### src/rtl/or_sched_pkg.sv
// Shared types and constants for the OR-unit scheduler.
package or_sched_pkg;

  typedef enum logic [1:0] {
    IDLE = 2'd0,
    EXEC = 2'd1,
    RESP = 2'd2
  } state_t;

  localparam int DW           = 16;
  localparam int NREQ_DEFAULT = 4;

endpackage

### src/rtl/or_unit_scheduler_if.sv
// Requester and response bundle between the requesting units and the scheduler.
interface or_sched_if
  import or_sched_pkg::*;
#(
  parameter int NREQ = NREQ_DEFAULT,
  parameter int IDW  = $clog2(NREQ)
) ();

  logic [NREQ-1:0]    req_valid;
  logic [NREQ*DW-1:0] req_a;
  logic [NREQ*DW-1:0] req_b;
  logic [NREQ-1:0]    req_ready;
  logic               resp_valid;
  logic [IDW-1:0]     resp_id;
  logic [DW-1:0]      resp_data;
  logic               resp_ready;
  logic               busy;

  modport master (
    output req_valid, req_a, req_b, resp_ready,
    input  req_ready, resp_valid, resp_id, resp_data, busy
  );

  modport slave (
    input  req_valid, req_a, req_b, resp_ready,
    output req_ready, resp_valid, resp_id, resp_data, busy
  );

endinterface

### src/rtl/or_unit_scheduler_rr_picker.sv
// Round-robin picker: first requester found searching from last+1, wrapping.
module rr_picker #(
  parameter int NREQ = 4,
  parameter int IDW  = $clog2(NREQ)
) (
  input  logic [NREQ-1:0] req,
  input  logic [IDW-1:0]  last,
  output logic [NREQ-1:0] grant,
  output logic [IDW-1:0]  idx
);

  int  cand;
  logic found;

  always_comb begin
    grant = '0;
    idx   = '0;
    found = 1'b0;
    cand  = 0;
    for (int k = 1; k <= NREQ; k++) begin
      cand = (int'(last) + k) % NREQ;
      if (!found && req[IDW'(cand)]) begin
        found              = 1'b1;
        grant[IDW'(cand)]  = 1'b1;
        idx                = IDW'(cand);
      end
    end
  end

endmodule

### src/rtl/sixteen_bit_or.sv
// Shared bitwise-OR datapath, one lane per bit.
module sixteen_bit_or
  import or_sched_pkg::*;
(
  input  logic [DW-1:0] a,
  input  logic [DW-1:0] b,
  output logic [DW-1:0] y
);

  for (genvar gi = 0; gi < DW; gi++) begin : g_lane
    assign y[gi] = a[gi] | b[gi];
  end

endmodule

### src/rtl/or_unit_scheduler.sv
// Time-shares one sixteen_bit_or among NREQ requesters with a tagged response port.
// Define OR_SCHED_RR_EN for round-robin arbitration; otherwise lowest index wins.
module or_unit_scheduler
  import or_sched_pkg::*;
#(
  parameter int NREQ = NREQ_DEFAULT,
  parameter int IDW  = $clog2(NREQ)
) (
  input logic     clk,
  input logic     rst,
  or_sched_if.slave bus
);

  state_t          state_reg, state_next;
  logic [NREQ-1:0] grant;
  logic [IDW-1:0]  grant_idx;
  logic [IDW-1:0]  last_sel;
  logic            take;
  logic [DW-1:0]   a_reg, b_reg, data_reg, or_y;
  logic [IDW-1:0]  id_reg;
  logic [DW-1:0]   a_arr [NREQ];
  logic [DW-1:0]   b_arr [NREQ];

  for (genvar gi = 0; gi < NREQ; gi++) begin : g_unpack
    assign a_arr[gi] = bus.req_a[DW*gi +: DW];
    assign b_arr[gi] = bus.req_b[DW*gi +: DW];
  end

`ifdef OR_SCHED_RR_EN
  logic [IDW-1:0] last_reg;

  always_ff @(posedge clk) begin
    if (rst) begin
      last_reg <= IDW'(NREQ - 1);
    end else if (take) begin
      last_reg <= grant_idx;
    end
  end

  assign last_sel = last_reg;
`else
  // Pinning the search start to NREQ-1 turns the picker into lowest-index-first.
  assign last_sel = IDW'(NREQ - 1);
`endif

  rr_picker #(.NREQ(NREQ), .IDW(IDW)) u_picker (
    .req   (bus.req_valid),
    .last  (last_sel),
    .grant (grant),
    .idx   (grant_idx)
  );

  always_comb begin
    state_next = state_reg;
    take       = 1'b0;
    case (state_reg)
      IDLE: begin
        if (!rst && (|bus.req_valid)) begin
          take       = 1'b1;
          state_next = EXEC;
        end
      end
      EXEC:    state_next = RESP;
      RESP:    if (bus.resp_ready) state_next = IDLE;
      default: state_next = IDLE;
    endcase
  end

  always_ff @(posedge clk) begin
    if (rst) begin
      state_reg <= IDLE;
      a_reg     <= '0;
      b_reg     <= '0;
      id_reg    <= '0;
      data_reg  <= '0;
    end else begin
      state_reg <= state_next;
      if (take) begin
        a_reg  <= a_arr[grant_idx];
        b_reg  <= b_arr[grant_idx];
        id_reg <= grant_idx;
      end
      if (state_reg == EXEC) begin
        data_reg <= or_y;
      end
    end
  end

  // The datapath only ever sees the latched operands, never the live request bus.
  sixteen_bit_or u_or (
    .a (a_reg),
    .b (b_reg),
    .y (or_y)
  );

  assign bus.req_ready  = take ? grant : '0;
  assign bus.resp_valid = (state_reg == RESP);
  assign bus.resp_id    = id_reg;
  assign bus.resp_data  = data_reg;
  assign bus.busy       = (state_reg != IDLE);

endmodule

### src/flat_wrapper.sv
// flat-port wrapper written by rule: the top's interface ports become plain ports
module or_unit_scheduler_flat import or_sched_pkg::*;
#(
  parameter int NREQ = NREQ_DEFAULT,
  parameter int IDW  = $clog2(NREQ)
)
  (clk, rst, bus_req_valid, bus_req_a, bus_req_b, bus_resp_ready, bus_req_ready, bus_resp_valid, bus_resp_id, bus_resp_data, bus_busy);
  or_sched_if #(.NREQ(NREQ), .IDW(IDW)) bus_i ();
  input logic clk;
  input logic rst;
  input wire logic [$bits(bus_i.req_valid)-1:0] bus_req_valid;
  input wire logic [$bits(bus_i.req_a)-1:0] bus_req_a;
  input wire logic [$bits(bus_i.req_b)-1:0] bus_req_b;
  input wire logic [$bits(bus_i.resp_ready)-1:0] bus_resp_ready;
  output wire logic [$bits(bus_i.req_ready)-1:0] bus_req_ready;
  output wire logic [$bits(bus_i.resp_valid)-1:0] bus_resp_valid;
  output wire logic [$bits(bus_i.resp_id)-1:0] bus_resp_id;
  output wire logic [$bits(bus_i.resp_data)-1:0] bus_resp_data;
  output wire logic [$bits(bus_i.busy)-1:0] bus_busy;
  assign bus_i.req_valid = bus_req_valid;
  assign bus_i.req_a = bus_req_a;
  assign bus_i.req_b = bus_req_b;
  assign bus_i.resp_ready = bus_resp_ready;
  assign bus_req_ready = bus_i.req_ready;
  assign bus_resp_valid = bus_i.resp_valid;
  assign bus_resp_id = bus_i.resp_id;
  assign bus_resp_data = bus_i.resp_data;
  assign bus_busy = bus_i.busy;
  or_unit_scheduler #(.NREQ(NREQ), .IDW(IDW)) u_core (.clk(clk), .rst(rst), .bus(bus_i));
endmodule
### config.mk
export PLATFORM = sky130hd
export DESIGN_NAME = or_unit_scheduler_flat
export DESIGN_NICKNAME = d
export VERILOG_FILES = /design/src/rtl/or_sched_pkg.sv /design/src/rtl/or_unit_scheduler_if.sv /design/src/rtl/or_unit_scheduler_rr_picker.sv /design/src/rtl/sixteen_bit_or.sv /design/src/rtl/or_unit_scheduler.sv /design/src/flat_wrapper.sv
export SDC_FILE = /design/constraint.sdc
export NUM_CORES = 1
export LEC_CHECK = 0
export CORE_AREA = 2 2 133 103
export DETAILED_ROUTE_END_ITERATION = 16
export DIE_AREA = 0 0 135 105
export GPL_TIMING_DRIVEN = 0
export PLACE_DENSITY_LB_ADDON = 0.12
export SLEW_MARGIN = 30
export SYNTH_ARGS = -nofsm -noshare
export SYNTH_HDL_FRONTEND = slang
export SYNTH_HIERARCHICAL = 1
export SYNTH_SLANG_ARGS = --single-unit
### constraint.sdc
create_clock -name clk -period 3.2 [get_ports clk]
set_clock_uncertainty 0.05 [all_clocks]
set_input_delay 0.32 -clock clk [delete_from_list [all_inputs] [get_ports clk]]
set_output_delay 0.32 -clock clk [all_outputs]
set_load 0.01 [all_outputs]
==> flow_metrics.py, run 1 <==
metrics = {
    "worst_setup_path": {
        "r2r.worst_path.cells": 5,
        "path_cells": "clkdlybuf4s50_1 -> buf_1 -> o21ai_0 -> o311ai_0 -> a31o_1 -> clkbuf_1 -> buf_2 -> mux4_2 -> nand3_2 -> a21oi_2",
        "critPathMaxFanout": 10,
        "endpoint_kind": "flop",
        "r2r_end": "u_core/a_reg[14]$_SDFFE_PP0P_",
        "worstSetupPathType": "in -> reg",
        "cp.required_ns": 3.30,
        "worstReg2RegStart": "u_core/state_reg[1]$_SDFFE_PP0P_",
        "r2r_slack_ns": 1.53,
        "arrival_ns": 3.18,
        "worstSetupStartpointType": "primary input",
        "cpPeakStageDelay_ns": 0.65,
        "crit_slowest_cell": "clkdlybuf4s50_1",
    },
    "cts": {
        "h-tree-depth": 2,
        "root_buffer": "clkbuf_16",
        "cts_tree": "done",
        "clock_latency_ns": 0.29,
        "clk_pin_slew_ns": 0.07,
        "cts.sinks": 52,
        "numCtsBuffers": 5,
        "cts_setup_buffers": 0,
        "clock_path_buffers": 2,
    },
    "cells_and_area": {
        "nets": 692,
        "syn_to_final_growth_pct": 52.6,
        "diodes": 0,
        "final_layout_size_suffix_gt1_share_pct": 24.2,
        "stdcell_area_um2": 5740,
        "final_common_cell": "clkdlybuf4s50_1",
        "layout_common_cells": "clkdlybuf4s50_1, dfxtp_1, nand2_1",
        "fin_cells": 721,
    },
    "global_routing": {
        "grt_pass1_wl_um": 19500,
        "antenna_found_initial": 0,
        "grt_pass1_vias": 3720,
        "grt_max_degree": 17,
        "track_usage_pct": 17.4,
        "grt_remaining_overflow": 0,
    },
    "pwr": {
        "p_per_area_nw_per_um2": 408,
        "ir_drop_mv": 0.211,
        "power_leakage_nw": 2.06,
    },
    "sta": {
        "rsz0062_at_grt": "no",
        "slew_headroom_pct": 53.4,
        "hold_viol": 0,
        "setup_viol": 0,
        "worst_pin_slew_ns": 0.699,
        "period_minus_slack_ns": 3.08,
        "slew_violations": 0,
        "fmax_mhz": 325,
        "finalCritPeriodShare_pct": 96.1,
    },
    "route": {
        "vias": 3583,
        "drt_pass1_iterations": 4,
        "routed_via_density": 4.97,
        "wl_per_cell_um": 17.0,
        "drtIter0Drc": 269,
        "drc": 0,
        "ant_nets": 0,
        "drt_wl_total_um": 12200,
    },
    "yosys": {
        "synth_area_um2": 3760,
        "ys_warn_count": 6,
        "ys.flop_type": "dfxtp_1",
        "syn_inst": 378,
        "synth.avg_cell_area_um2": 9.96,
        "ys_async_sr_fraction_pct": 0,
        "synth_edf_count": 0,
        "ys_types": 47,
        "ys_seq_area_share_pct": 27.7,
        "ys_ff_latch": 52,
    },
    "worst_hold_path": {
        "hold_path_class": "in -> reg",
        "hold_depth": 2,
        "hold_path_end": "u_core/b_reg[14]$_SDFFE_PP0P_",
        "worstHoldStart": "rst",
    },
    "floorplanning": {
        "core-area_um2": 12800,
        "rows": 36,
        "start_util_pct": 29.4,
        "dieArea_um2": 14200,
        "die_x_um": 135,
        "pin_count": 159,
        "die_h_um": 105,
    },
    "place": {
        "dpl.cell_count": 713,
        "dp_hpwl_um": 9950,
        "dpl_cell_area_um2": 5560,
        "numPortBuffers": 155,
        "place.gp.congestion": 0.853,
    },
    "run_status": {
        "status": "finished, final reports clean",
    },
    "run": {
        "maxCapViolCount": 0,
    },
}
-- worst max-delay path, delay by kind of cell --
kind / cells / cell delay (ns)
buffers and inverters: 4 / 1.80
and+or+nand+nor: 1 / 0.10
AOI/OAI and AO/OA: 4 / 0.54
muxes: 1 / 0.40
-- timing repair --
item / 4_1_cts / 5_1_grt
endpoints found under the setup margin: 0 / 19
resized for setup: 0 / 4
hold buffers: 0 / 0
-- worst max-delay path by stage --
stage | endpoint | from | slack (ns)
5_1_grt | u_core/b_reg[4]$_SDFFE_PP0P_ | bus_req_valid[0] | 0.02
3_5_place_dp | u_core/b_reg[4]$_SDFFE_PP0P_ | bus_req_valid[3] | -0.26
3_3_place_gp | u_core/b_reg[4]$_SDFFE_PP0P_ | bus_req_valid[3] | -0.19
2_1_floorplan | u_core/b_reg[4]$_SDFFE_PP0P_ | bus_req_valid[0] | 0.81
4_1_cts | u_core/b_reg[4]$_SDFFE_PP0P_ | bus_req_valid[3] | 0.04
6_report | u_core/b_reg[4]$_SDFFE_PP0P_ | bus_req_valid[0] | 0.12
-- layout make-up --
type	count	area, um2
sequential	52	1040
clock inverter	2	38.8
tap	171	214
buffer	39	240
inverter	6	22.5
timing repair buffer	155	1550
fill	1232	7050
multi-input combinational	290	2500
clock buffer	6	139
-- synthesized netlist by cell type, drive strengths merged, types with 4 or more instances --
cell type | count | area share [%]
nor2b | 5 | 0.83
dfxtp | 52 | 28
nand2 | 36 | 3.6
mux2i | 4 | 1.1
nand3 | 36 | 8.8
inv | 5 | 0.50
clkbuf | 12 | 1.2
mux2 | 5 | 1.5
nor2 | 6 | 0.66
o21ai | 41 | 5.5
or2 | 16 | 2.7
and2 | 4 | 0.66
mux4 | 35 | 21
a21oi | 53 | 9.2
nor3 | 5 | 0.80
ha | 8 | 2.7
buf | 27 | 5.1
-- where the power goes --
part / total [mW] / internal [mW] / switching, mW
registers: 0.776 / 0.729 / 0.0467
clock network: 0.630 / 0.392 / 0.238
logic: 0.937 / 0.509 / 0.428
-- logic make-up (layout without fill, tap and decap cells) --
kind of cell / Yosys count / count (layout) / share of synthesized area (%)
AND/OR/NAND/NOR: 118 / 118 / 20.4
multiplexers: 44 / 44 / 23.5
flip-flops: 52 / 52 / 27.7
adder cells (fa/ha/maj): 8 / 8 / 2.66
other: 1 / 10 / 0.0996
buffers and inverters: 45 / 208 / 6.91
AO/OA/AOI/OAI: 110 / 110 / 18.8
-- metal layers --
metal | track usage [%] | routed length, um | up-vias
met1 | 24.8 | 5810 | 1701
met5 | 0 | 0 | -
met4 | 4.46 | 171 | 0
met3 | 3.74 | 897 | 12
li1 | - | - | 1730
met2 | 26.5 | 5360 | 140
-- metrics by stage --
stage / hold slack [ns] / setup slack, ns / TNS (ns) / power [mW] / util [%]
floorplan: 0.398 / 0.813 / 0 / 1.35 / -
global placement: 0.396 / -0.192 / -3.66 / 1.71 / 43.5
detailed placement: 0.399 / -0.260 / -5.75 / 1.72 / 43.5
CTS: 0.298 / 0.0365 / 0 / 2.36 / 44.9
global route: 0.315 / 0.0225 / 0 / 2.48 / 44.9
finish: 0.307 / 0.123 / 0 / 2.34 / 44.9
Note: power is estimated with default switching activity, not from simulation.
==> inputs of run 2 (changes only) <==
--- a/config.mk
+++ b/config.mk
@@ -6,9 +6,9 @@
 export NUM_CORES = 1
 export LEC_CHECK = 0
 export CORE_AREA = 2 2 133 103
+export CTS_CLUSTER_SIZE = 14
 export DETAILED_ROUTE_END_ITERATION = 16
 export DIE_AREA = 0 0 135 105
-export GPL_TIMING_DRIVEN = 0
 export PLACE_DENSITY_LB_ADDON = 0.12
 export SLEW_MARGIN = 30
 export SYNTH_ARGS = -nofsm -noshare
==> run 2 against run 1 <==
Design area down 2.2%. Register-to-register slack better by 0.21 ns. Sequential cell count unchanged. Clock-buffer cell count down 1. Non-clock buffer count down 24. Total power down 3.9%. Wire length up 0.40%. Critical endpoint is now bus_req_ready[1]. Largest power group unchanged. Highest routed layer unchanged. Global-route usage up 0.43 points. Core utilization down 0.97 points.
==> flow_metrics.py, run 2 (synthesis results as in run 1) <==
metrics = {
    "run_status": {
        "status": "finished, final reports clean",
    },
    "cts": {
        "cts_tree": "done",
        "root_buffer": "clkbuf_16",
        "cts.sinks": 52,
        "clk_pin_slew_ns": 0.07,
        "clock_path_buffers": 2,
        "postCtsHoldBufs": 0,
        "cts_setup_buffers": 0,
        "cts_resized": 0,
        "clock_latency_ns": 0.29,
        "numCtsBuffers": 5,
        "h-tree-depth": 2,
    },
    "route": {
        "wl_per_cell_um": 17.6,
        "drt_pass1_iterations": 4,
        "drc": 0,
        "routed_via_density": 4.99,
        "drt_wl_total_um": 12300,
        "vias": 3481,
        "ant_nets": 0,
        "drtIter0Drc": 216,
    },
    "pwr": {
        "pwr-share-comb_pct": 40.5,
        "p_per_area_nw_per_um2": 400,
        "p_int_mw": 1.53,
        "p_switching_mw": 0.722,
        "power_leakage_nw": 1.99,
        "ir_drop_mv": 0.313,
        "switching_share_pct": 32.1,
        "p_seq_share_pct": 34.6,
        "pwr-share-clk_pct": 24.8,
    },
    "floorplanning": {
        "pin_count": 159,
        "die_x_um": 135,
        "dieArea_um2": 14200,
        "die_h_um": 105,
        "start_util_pct": 29.4,
        "core-area_um2": 12800,
        "rows": 36,
    },
    "sta": {
        "fmax_mhz": 346,
        "rsz0062_at_grt": "no",
        "finalCritPeriodShare_pct": 90.3,
        "worst_pin_slew_ns": 0.678,
        "slew_headroom_pct": 54.8,
        "slew_violations": 0,
        "hold_slack_ns": 0.314,
        "period_minus_slack_ns": 2.89,
        "setup_viol": 0,
        "hold_viol": 0,
        "tns_ns": 0,
    },
    "worst_setup_path": {
        "worstSetupStartpointType": "primary input",
        "endpoint_kind": "primary output",
        "arrival_ns": 2.52,
        "worstSetupPathType": "in -> out",
        "critPathMaxFanout": 6,
        "cp.required_ns": 2.83,
    },
    "cells_and_area": {
        "final_layout_size_suffix_gt1_share_pct": 24.0,
        "n_fill_cell": 1243,
        "layout_common_cells": "clkdlybuf4s50_1, dfxtp_1, nand2_1",
        "syn_to_final_growth_pct": 49.3,
        "nets": 668,
        "diodes": 0,
        "final_common_cell": "clkdlybuf4s50_1",
    },
    "global_routing": {
        "grt_remaining_overflow": 0,
        "grt_pass1_wl_um": 19800,
        "grt_pass1_vias": 3599,
        "antenna_found_initial": 1,
        "grt_max_degree": 52,
        "track_usage_pct": 17.8,
    },
    "place": {
        "place.gp.congestion": 0.813,
        "dp_hpwl_um": 9370,
        "numPortBuffers": 156,
    },
    "worst_hold_path": {
        "hold_path_class": "in -> reg",
    },
    "run": {
        "maxCapViolCount": 0,
    },
}
[run 2: worst max-delay path: stages]
cell	delay, ns
clkdlybuf4s50_1	0.51
mux4_2	0.58
a221oi_1	0.34
o2bb2ai_1	0.14
and2_1	0.15
clkdlybuf4s50_1	0.47
[run 2: final timing paths]
check,start,endpoint,slack [ns],depth (start not counted)
worst min-delay path,rst,u_core/state_reg[0]$_SDFFE_PP0P_,0.31,3
worst max register to register,u_core/state_reg[1]$_SDFFE_PP0P_,u_core/a_reg[7]$_SDFFE_PP0P_,1.74,4
worst max-delay path,bus_req_valid[1],bus_req_ready[1],0.31,6
worst min register to register,u_core/bus.resp_data[11]$_SDFFE_PP0N_,u_core/bus.resp_data[11]$_SDFFE_PP0N_,0.40,2
[run 2: routing by layer]
layer	part of all wire (%)	up-vias	track usage, %
li1	-	1682	-
met1	47	1657	25.5
met2	45	133	27.7
met3	7.3	9	3.54
met4	1.3	0	3.87
met5	0	-	0
[run 2: layout make-up]
| type | count | area (um2) | share of cell area (%) |
|---|---|---|---|
| multi-input cells | 290 | 2520 | 44.8 |
| repair buffers | 170 | 1670 | 29.8 |
| clock buffers | 5 | 125 | 2.23 |
| well taps | 171 | 214 | 3.81 |
| clock inverters | 3 | 27.5 | 0.490 |
| inverters | 6 | 22.5 | 0.401 |
| flip-flops and latches | 52 | 1040 | 18.5 |
[run 2: power groups by stage]
| stage | clock network (mW) | registers [mW] | logic [mW] |
|---|---|---|---|
| 6_report | 0.559 | 0.779 | 0.912 |
| 3_5_place_dp | 0 | 0.795 | 0.912 |
| 4_1_cts | 0.577 | 0.781 | 0.915 |
| 2_1_floorplan | 0 | 0.780 | 0.573 |
| 3_3_place_gp | 0 | 0.794 | 0.900 |
| 5_1_grt | 0.603 | 0.789 | 0.996 |
[run 2: stage by stage]
step           std cells  worst slack, ns  util, %  power [mW]  cell area (um2)
5_1_grt              697            0.192     43.9        2.39             5620
3_3_place_gp         689            0.231     42.7        1.69             5470
6_report             697            0.311     43.9        2.25             5620
3_5_place_dp         689            0.144     42.7        1.71             5470
2_1_floorplan        387            0.813        -        1.35             3800
4_1_cts              697            0.314     43.9        2.27             5620
==> inputs of run 3 (changes only) <==
--- a/config.mk
+++ b/config.mk
@@ -5,10 +5,10 @@
 export SDC_FILE = /design/constraint.sdc
 export NUM_CORES = 1
 export LEC_CHECK = 0
-export CORE_AREA = 2 2 133 103
+export CORE_AREA = 5 5 136 106
 export CTS_CLUSTER_SIZE = 14
 export DETAILED_ROUTE_END_ITERATION = 16
-export DIE_AREA = 0 0 135 105
+export DIE_AREA = 0 0 141 111
 export PLACE_DENSITY_LB_ADDON = 0.12
 export SLEW_MARGIN = 30
 export SYNTH_ARGS = -nofsm -noshare
==> constraint.sdc (replaced) <==
create_clock -name clk -period 2.6 [get_ports clk]
set_clock_uncertainty 0.05 [all_clocks]
set_input_delay 0.26 -clock clk [delete_from_list [all_inputs] [get_ports clk]]
set_output_delay 0.26 -clock clk [all_outputs]
set_load 0.01 [all_outputs]
==> run 3 against run 2 <==
Wire length fell by 1.5%. Total power is 30% higher. Design area is 4.2% higher. Global-route usage decreased by 2.9 points. Setup slack better by 0.0087 ns. Via count stayed put. Clock power grew 34%. Non-clock buffer count rose by 16. Final cell count grew 2.3%. Combinational power up 33%. Sequential power increased by 22%. Critical path type is now in -> reg.
==> flow_metrics.py, run 3 (synthesis results as in run 1) <==
metrics = {
    "sta": {
        "tns_ns": 0,
        "worst_pin_slew_ns": 0.652,
        "rsz0062_at_grt": "no",
        "layout_setup_ws_ns": 0.320,
        "setup_viol": 0,
        "hold_viol": 0,
        "period_minus_slack_ns": 2.28,
        "fmax_mhz": 439,
        "slew_headroom_pct": 56.5,
        "finalCritPeriodShare_pct": 87.7,
        "slew_violations": 0,
    },
    "place": {
        "numPortBuffers": 156,
        "place.gp.congestion": 0.846,
        "dpl_cell_area_um2": 5580,
        "place_ws_ns": -0.320,
        "dp_hpwl_um": 9370,
    },
    "floorplanning": {
        "die_h_um": 111,
        "rows": 36,
        "dieArea_um2": 15700,
        "pin_count": 159,
        "start_util_pct": 29.4,
        "die_x_um": 141,
        "core-area_um2": 12800,
    },
    "cells_and_area": {
        "nets": 684,
        "layout_common_cells": "clkdlybuf4s50_1, dfxtp_1, nand2_1",
        "fin_util_pct": 45.8,
        "syn_to_final_growth_pct": 55.5,
        "final_layout_size_suffix_gt1_share_pct": 26.2,
        "stdcell_area_um2": 5860,
        "diodes": 0,
        "final_common_cell": "clkdlybuf4s50_1",
    },
    "worst_setup_path": {
        "worstSetupStartpointType": "primary input",
        "r2r_slack_ns": 1.22,
        "endpoint_kind": "flop",
        "cp.required_ns": 2.69,
        "worstSetupPathType": "in -> reg",
        "arrival_ns": 2.37,
        "critPathMaxFanout": 6,
    },
    "pwr": {
        "p_total_mw": 2.92,
        "p_seq_share_pct": 32.7,
        "switching_share_pct": 29.9,
        "p_per_area_nw_per_um2": 498,
        "power_leakage_nw": 2.15,
        "pwr-share-clk_pct": 25.7,
        "p_int_mw": 2.05,
        "p_switching_mw": 0.871,
        "ir_drop_mv": 0.256,
        "pwr-share-comb_pct": 41.6,
    },
    "cts": {
        "postCtsHoldBufs": 0,
        "h-tree-depth": 2,
        "clk_pin_slew_ns": 0.07,
        "root_buffer": "clkbuf_16",
        "cts_tree": "done",
        "numCtsBuffers": 5,
        "clock_latency_ns": 0.28,
        "clock_path_buffers": 2,
        "cts.sinks": 52,
    },
    "global_routing": {
        "grt_pass1_wl_um": 18800,
        "grt_pass1_vias": 3499,
        "grt_max_degree": 52,
        "grt_remaining_overflow": 0,
        "antenna_found_initial": 0,
        "track_usage_pct": 14.8,
    },
    "route": {
        "drt_wl_total_um": 12100,
        "drc": 0,
        "routed_via_density": 4.88,
        "wl_per_cell_um": 17.0,
        "drt_pass1_iterations": 5,
        "drtIter0Drc": 141,
        "vias": 3481,
        "ant_nets": 0,
    },
    "worst_hold_path": {
        "hold_path_class": "in -> reg",
    },
    "run_status": {
        "status": "finished, final reports clean",
    },
    "run": {
        "maxCapViolCount": 0,
    },
}
-- run 3: changes by cell type in the layout (fill, tap and decap cells not counted), sizes merged, moves of 3 or more --
cell,previous run,this run
buf,15,29
clkdlybuf4s50,155,151
clkbuf,5,8
dlymetal6s2s,0,3
-- run 3: power by group through the flow --
stage / Clock (mW) / Sequential (mW) / Combinational [mW]
2_1_floorplan: 0 / 0.960 / 0.705
3_3_place_gp: 0 / 0.971 / 1.16
3_5_place_dp: 0 / 0.973 / 1.16
4_1_cts: 0.770 / 0.956 / 1.17
5_1_grt: 0.793 / 0.966 / 1.32
6_report: 0.750 / 0.953 / 1.21
-- run 3: timing repair --
item                                    in CTS  in global routing
cloned                                       0                  2
buffers inserted                             0                  4
resized for setup                            3                  7
pin swaps                                    1                  2
endpoints found under the setup margin      10                 34
-- run 3: path summary, 6_finish.rpt --
| path | startpoint | to | cells past startpoint |
|---|---|---|---|
| setup / recovery | bus_req_valid[2] | u_core/a_reg[1]$_SDFFE_PP0P_ | 10 |
| hold / removal | rst | u_core/state_reg[0]$_SDFFE_PP0P_ | 2 |
| setup reg to reg | u_core/state_reg[1]$_SDFFE_PP0P_ | u_core/a_reg[7]$_SDFFE_PP0P_ | 4 |
| hold reg to reg | u_core/bus.resp_data[5]$_SDFFE_PP0N_ | u_core/bus.resp_data[5]$_SDFFE_PP0N_ | 2 |
-- run 3: final cells by class --
| type | instances | area (um2) |
|---|---|---|
| clock buffers | 6 | 129 |
| clock inverters | 2 | 38.8 |
| repair buffers | 186 | 1890 |
| inverters | 6 | 22.5 |
| flip-flops and latches | 52 | 1040 |
| fillers | 1209 | 6940 |
| multi-input cells | 290 | 2520 |
| well taps | 171 | 214 |
-- run 3: through the flow --
step / instances / hold slack (ns)
3_5_place_dp: 699 / 0.403
5_1_grt: 713 / 0.165
2_1_floorplan: 387 / 0.392
4_1_cts: 707 / 0.160
3_3_place_gp: 699 / 0.396
6_report: 713 / 0.158
-- run 3: critical path: stages --
cell	delay, ns
clkdlybuf4s50_1	0.44
mux2_2	0.27
nand3_1	0.10
nand3_2	0.13
o21ai_4	0.17
buf_6	0.15
buf_12	0.13
mux4_2	0.54
nand3_2	0.10
a21oi_1	0.07
-- run 3: metal layers --
layer  part of all wire (%)  track usage (%)  up-vias
met5                      0                0        -
met4                   0.50             2.52        0
met3                    6.4             2.98        4
met2                     45             23.0      116
met1                     48             21.7     1642
li1                       -                -     1719
==> RTL edit 1 (config.mk and constraints of run 3) <==
The package constant `NREQ_DEFAULT` goes from 4 to 8.
--- a/src/rtl/or_sched_pkg.sv
+++ b/src/rtl/or_sched_pkg.sv
@@ -8,7 +8,7 @@
   } state_t;
 
   localparam int DW           = 16;
-  localparam int NREQ_DEFAULT = 4;
+  localparam int NREQ_DEFAULT = 8;
 
 endpackage
 
Interface: changed (5 resized); port bits go from 159 to 296. No check against the original RTL was run, so the function may have changed too.
==> RTL edit 1 against run 3 <==
  * Wire length increased by 100%
  * Combinational power grew to 2.9 times the old value
  * The run now ends with setup timing left
  * Critical path type unchanged
  * Non-clock buffer count grew 218
  * Sequential cell count grew 1
  * Power grew 79%
  * Design area rose by 66%
  * Worst setup slack got worse by 1100 ps
  * Synthesized area up 34%
  * Global-route usage is 14 points higher
  * First-iteration DRC count grew to 3.7 times the old value
  * Fmax is 33% lower
==> RTL edit 1: results (changes against run 3) <==
** Placement
- The post-placement worst setup slack came to -1560 ps (-1240 ps).
- The post-detailed-placement half-perimeter wirelength was 19400 um (+110%).
- Port Buffer Count :: 291 (+87%)
- Placer Congestion :: 0.920 (+8.7%)

** Timing
- Final setup fails :: 36 (+36)
- Worst path setup slack after routing :: -799 ps (-1120 ps)
- Worst-margin pin slew :: 623 ps (-29.1 ps)

** Worst setup path
- Crit path max-delay family :: multiplexers
- The maximum single-stage delay on the critical path came to 580 ps (+40 ps).
- The arrival time at the worst endpoint came to 3500 ps (+1130 ps).
- The largest individual stage delay along the critical path comes from the cell or4_4.
- Maximum net fanout on the critical path :: 8 (+2)

** Global routing
- Initial antenna violation count :: 1 (+1)
- The largest net degree at the start of global routing is 53 (+1.9%).
- The global-route wire length before repair is 35500 um (+89%).
- The number of global-route vias before repair came to 6325 (+81%).
- The overall global routing resource usage came to 0.289 (+0.140).

** Synth
- Largest cells by area after synthesis :: dfxtp_1, mux4_2, mux2i_1, a211oi_1, nand2_1
- The fraction of the mapped netlist area in adder cells was 0.0174 (-0.00919).
- The xor and xnor fraction of the mapped netlist area is 0.00522 (+0.00522).
- Library cells used by synthesis :: 50 (+6.4%)
- Compound-Gate Fraction of Synth Area :: 0.158 (-0.0297)
- Synth top cells by count :: mux2i_1, nand2_1, dfxtp_1
- The mux cell area share after synthesis came to 0.355 (+0.120).
- The share of synthesized registers carrying an async set or reset came to 0 (unchanged).

** Route
- The via count was 6127 (+76%).
- The first-pass iteration count of the detailed router was 5 (unchanged).
- The routed wire length per instance was 22.6 um (+33%).
- DRC violation total after the first TritonRoute iteration :: 527 (+270%)

** Finish
- Ratio of cells with drive above 1 in the final layout :: 0.282 (+0.0203)
- Filler Cells Inserted :: 890 (-26%)
- Final net count :: 1194 (+75%)

** Outcome
- Run status :: finished, violations left
- Violations in the final reports :: setup timing

** Pwr
- Maximum vdd ir drop :: 0.000421 V (+65%)
- Leakage :: 3.89 nW (+81%)

** Clocking
- The number of buffers added by the clock tree synthesis step was 5 (unchanged).
- Clock transition at the registers of the reported paths :: 70 ps (about the same)
==> RTL edit 1: cell types whose count changed after synthesis, moves of 7 or more <==
cell	before	now
nor3_1	4	34
nor2_1	5	39
o21ai_0	10	1
a21oi_2	22	1
o21ai_1	31	1
nand2_1	36	61
mux2i_1	4	73
mux4_2	35	43
nand3_2	30	0
a211oi_1	0	35
and2_1	4	14
o22ai_1	1	33
buf_4	5	12
==> RTL edit 1: worst reg2reg max path, cell delays in order, from the launching register on <==
cell and delay (ps):
dfxtp_1 340, or2_1 380, a21o_2 280, buf_4 250
buf_12 220, a211oi_4 280, nor3_1 80
==> RTL edit 1: area by class of cell <==
type	count	area, um^2	area share
inverter	6	22.5	0.00232
timing repair buffer	404	4120	0.425
sequential	53	1060	0.109
clock inverter	3	25.0	0.00258
clock buffer	5	125	0.0129
tap	171	214	0.0221
multi-input combinational	450	4120	0.425
antenna	1	2.50	0.000258
==> RTL edit 1: path summary, 6_finish.rpt <==
check                                            start                              endpoint  slack (ps)  cells past startpoint
hold reg to reg   u_core/bus.resp_data[9]$_SDFFE_PP0N_  u_core/bus.resp_data[9]$_SDFFE_PP0N_         400                      2
hold / removal                                     rst      u_core/state_reg[0]$_SDFFE_PP0P_         220                      2
setup reg to reg      u_core/state_reg[1]$_SDFFE_PP0P_          u_core/a_reg[5]$_SDFFE_PP0P_         580                      6
setup / recovery                      bus_req_valid[0]          u_core/a_reg[8]$_SDFFE_PP0P_        -800                     13
==> RTL edit 1: repair_timing <==
item / CTS / global route
setup buffers: 22 / 14
pin swaps: 32 / 20
gates resized for setup: 82 / 44
gates cloned: 3 / 3
setup endpoints to repair: 39 / 39
==> RTL edit 1: routing by layer <==
| layer | GRT usage | vias to the layer above | wire length (um) |
|---|---|---|---|
| met5 | 0 | - | 0 |
| li1 | - | 2826 | - |
| met2 | 0.488 | 337 | 12000 |
| met1 | 0.379 | 2937 | 9940 |
| met4 | 0.0439 | 0 | 374 |
| met3 | 0.0772 | 27 | 2440 |
==> RTL edit 1: per-stage QoR <==
| stage | utilization | instance area, um^2 | TNS, ps | instances |
|---|---|---|---|---|
| 2_1_floorplan | - | 5270 | -24020 | 559 |
| 3_3_place_gp | 0.683 | 8740 | -47100 | 1046 |
| 3_5_place_dp | 0.683 | 8740 | -48770 | 1046 |
| 4_1_cts | 0.734 | 9390 | -23050 | 1079 |
| 5_1_grt | 0.758 | 9690 | -26760 | 1093 |
| 6_report | 0.758 | 9690 | -24300 | 1093 |
==> RTL edit 1: power by group <==
group / switching [mW] / internal (mW) / leakage (nW)
Combinational: 1.53 / 1.97 / 3.38
Sequential: 0.0878 / 0.953 / 0.438
Clock: 0.311 / 0.364 / 0.0708
Total: 1.93 / 3.29 / 3.89
==> RTL edit 2 (settings of run 3) <==
Made on the original files. Encoding of `state_t`: now one-hot (3 bits for 3 states).
--- a/src/rtl/or_sched_pkg.sv
+++ b/src/rtl/or_sched_pkg.sv
@@ -1,10 +1,10 @@
 // Shared types and constants for the OR-unit scheduler.
 package or_sched_pkg;
 
-  typedef enum logic [1:0] {
-    IDLE = 2'd0,
-    EXEC = 2'd1,
-    RESP = 2'd2
+  typedef enum logic [2:0] {
+    IDLE = 3'b001,
+    EXEC = 3'b010,
+    RESP = 3'b100
   } state_t;
 
   localparam int DW           = 16;
Function: no difference found for any inputs over 10 cycles, from zero or initial values and one cycle with rst high; not proved beyond that.
==> RTL edit 2 against run 3 <==
  * Wire length rose by 2.4%
  * Power fell by 4.4%
  * Non-clock buffer count fell by 6
  * Sequential cell count rose by 1
  * Largest power group unchanged
  * Register-to-register slack got worse by 160 ps
  * Design area fell by 4.2%
  * Synthesized area fell by 4.6%
  * Worst setup slack got worse by 94 ps
==> RTL edit 2: results (changes against run 3) <==
** Synth
- Yosys attributes the largest share of cell area to dfxtp_1, mux4_2, a21oi_1, nand3_1, o21ai_1.
- Multiplexer area fraction after synthesis :: 0.246 (+0.0113)
- Post-Synth XOR/XNOR Area :: 0 (unchanged)
- Post-Synth Adder-Cell Area :: 0.0279 (+0.00128)
- Compound-Gate Fraction of Synth Area :: 0.178 (-0.00978)
- Share of the yosys chip area belonging to registers :: 0.295 (+0.0189)
- Post-synthesis instance total :: 383 (+1.3%)
- Synth top cells by count :: a21oi_1, dfxtp_1, nand2_1, nand3_1, mux4_2
- Post-synth top area share :: 0.295 (+0.0189)
- Library cells used by synthesis :: 49 (+4.3%)
- Count of synthesis-stage warnings from yosys :: 6 (unchanged)

** Clocking
- The number of levels in the clock H-tree is 2 (unchanged).

** Timing
- Slew headroom :: 0.595 (+0.0302)
- Clock period minus final worst setup slack :: 2370 ps (+94.0 ps)

** Worst hold path
- Worst Hold Launch :: rst
- Worst hold path class :: in -> reg

** Pwr
- Maximum vdd ir drop :: 0.000311 V (+21%)
- The leakage component of the power came to 2.02 nW (-6.2%).

** Placement
- Placed cell areas :: 5370 um^2 (-3.7%)
- The post-detailed-placement half-perimeter wirelength was 9200 um (-1.8%).
- The post-placement worst setup slack came to -252 ps (+67.4 ps).
- Cell total after placement :: 701 (+0.29%)
- Port Buffer Count :: 156 (unchanged)

** Worst setup path
- Critical Path End :: bus_req_ready[0]
- Arrival time of data at the critical path endpoint :: 2060 ps (-310 ps)
- The register-to-register setup slack was 1060 ps (-160 ps).
- The worst reg-to-reg path cell count came to 3 (-1).
- The endpoint identified for the worst register-to-register timing path is u_core/bus.resp_data[4]$_SDFFE_PP0N_.
- The largest driver fanout on the critical path is 14 (+8).

** Route
- WL per Instance :: 17.4 um (+2.4%)
- The via count is 3534 (+1.5%).
- The first-pass iteration count of the detailed router came to 4 (-1).
- The final wirelength was 12400 um (+2.4%).
- The violation count after the first detailed-route iteration came to 187 (+33%).

** Global routing
- The number of global-route vias before repair was 3723 (+6.4%).
- The global-route wire length before repair is 19100 um (+1.5%).
- The largest net degree at the start of global routing was 53 (+1.9%).
- Global-route usage over all layers :: 0.150 (+0.00184)

** Finish
- Number of diodes :: 0 (unchanged)
- Final Core Density :: 0.439 (-0.0191)
- Ratio of cells with drive above 1 in the final layout :: 0.159 (-0.103)
- The number of fill cells came to 1288 (+6.5%).

** Outcome
- The run finished with clean final reports.
## RTL edit 2: changes by cell type after synthesis, moves of 2 or more
cell             run 3  this run
a21oi_1             31        54
clkbuf_1            12         7
nand3_2             30         0
buf_4                5         8
buf_2               10        15
o21ai_0             10        12
buf_6                8         4
nand3_1              6        36
a21oi_2             22         0
## RTL edit 2: area by class of cell
type                            count  share of cell area
Tap cell                          171              0.0381
Multi-Input combinational cell    295               0.418
Clock inverter                      3             0.00446
Inverter                            6             0.00401
Clock buffer                        5              0.0223
Sequential cell                    53               0.189
Timing Repair Buffer              180               0.324
## RTL edit 2: power breakdown
part,switching [mW],internal (mW)
registers,0.0574,0.917
logic,0.499,0.639
clock network,0.312,0.364
## RTL edit 2: worst min-delay path by stage
stage | slack [ps] | endpoint
global route | 130 | u_core/state_reg[1]$_SDFFE_PP0P_
floorplan | 400 | u_core/a_reg[0]$_SDFFE_PP0P_
finish | 130 | u_core/state_reg[1]$_SDFFE_PP0P_
detailed placement | 400 | u_core/bus.resp_data[6]$_SDFFE_PP0N_
global placement | 400 | u_core/bus.resp_data[15]$_SDFFE_PP0N_
CTS | 130 | u_core/state_reg[1]$_SDFFE_PP0P_
## RTL edit 2: layer usage
metal	track usage	vias up	share of wire
met2	0.266	91	0.50
met1	0.190	1711	0.45
met4	0.0155	0	0.0031
met5	0	-	0
met3	0.0384	2	0.047
li1	-	1730	-
## RTL edit 2: critical path: stages
cell and delay (ps):
clkdlybuf4s50_1 510, buf_4 120, buf_4 180, nor4_4 60, nor3_4 220, and2_1 170, clkdlybuf4s50_1 540
## RTL edit 2: what timing repair did
action	CTS	global route
gates resized for setup	1	6
buffers inserted	0	2
hold endpoints to repair	0	0
hold buffers	0	0
pin swaps	0	2
endpoints found under the setup margin	1	33
gates cloned	0	2
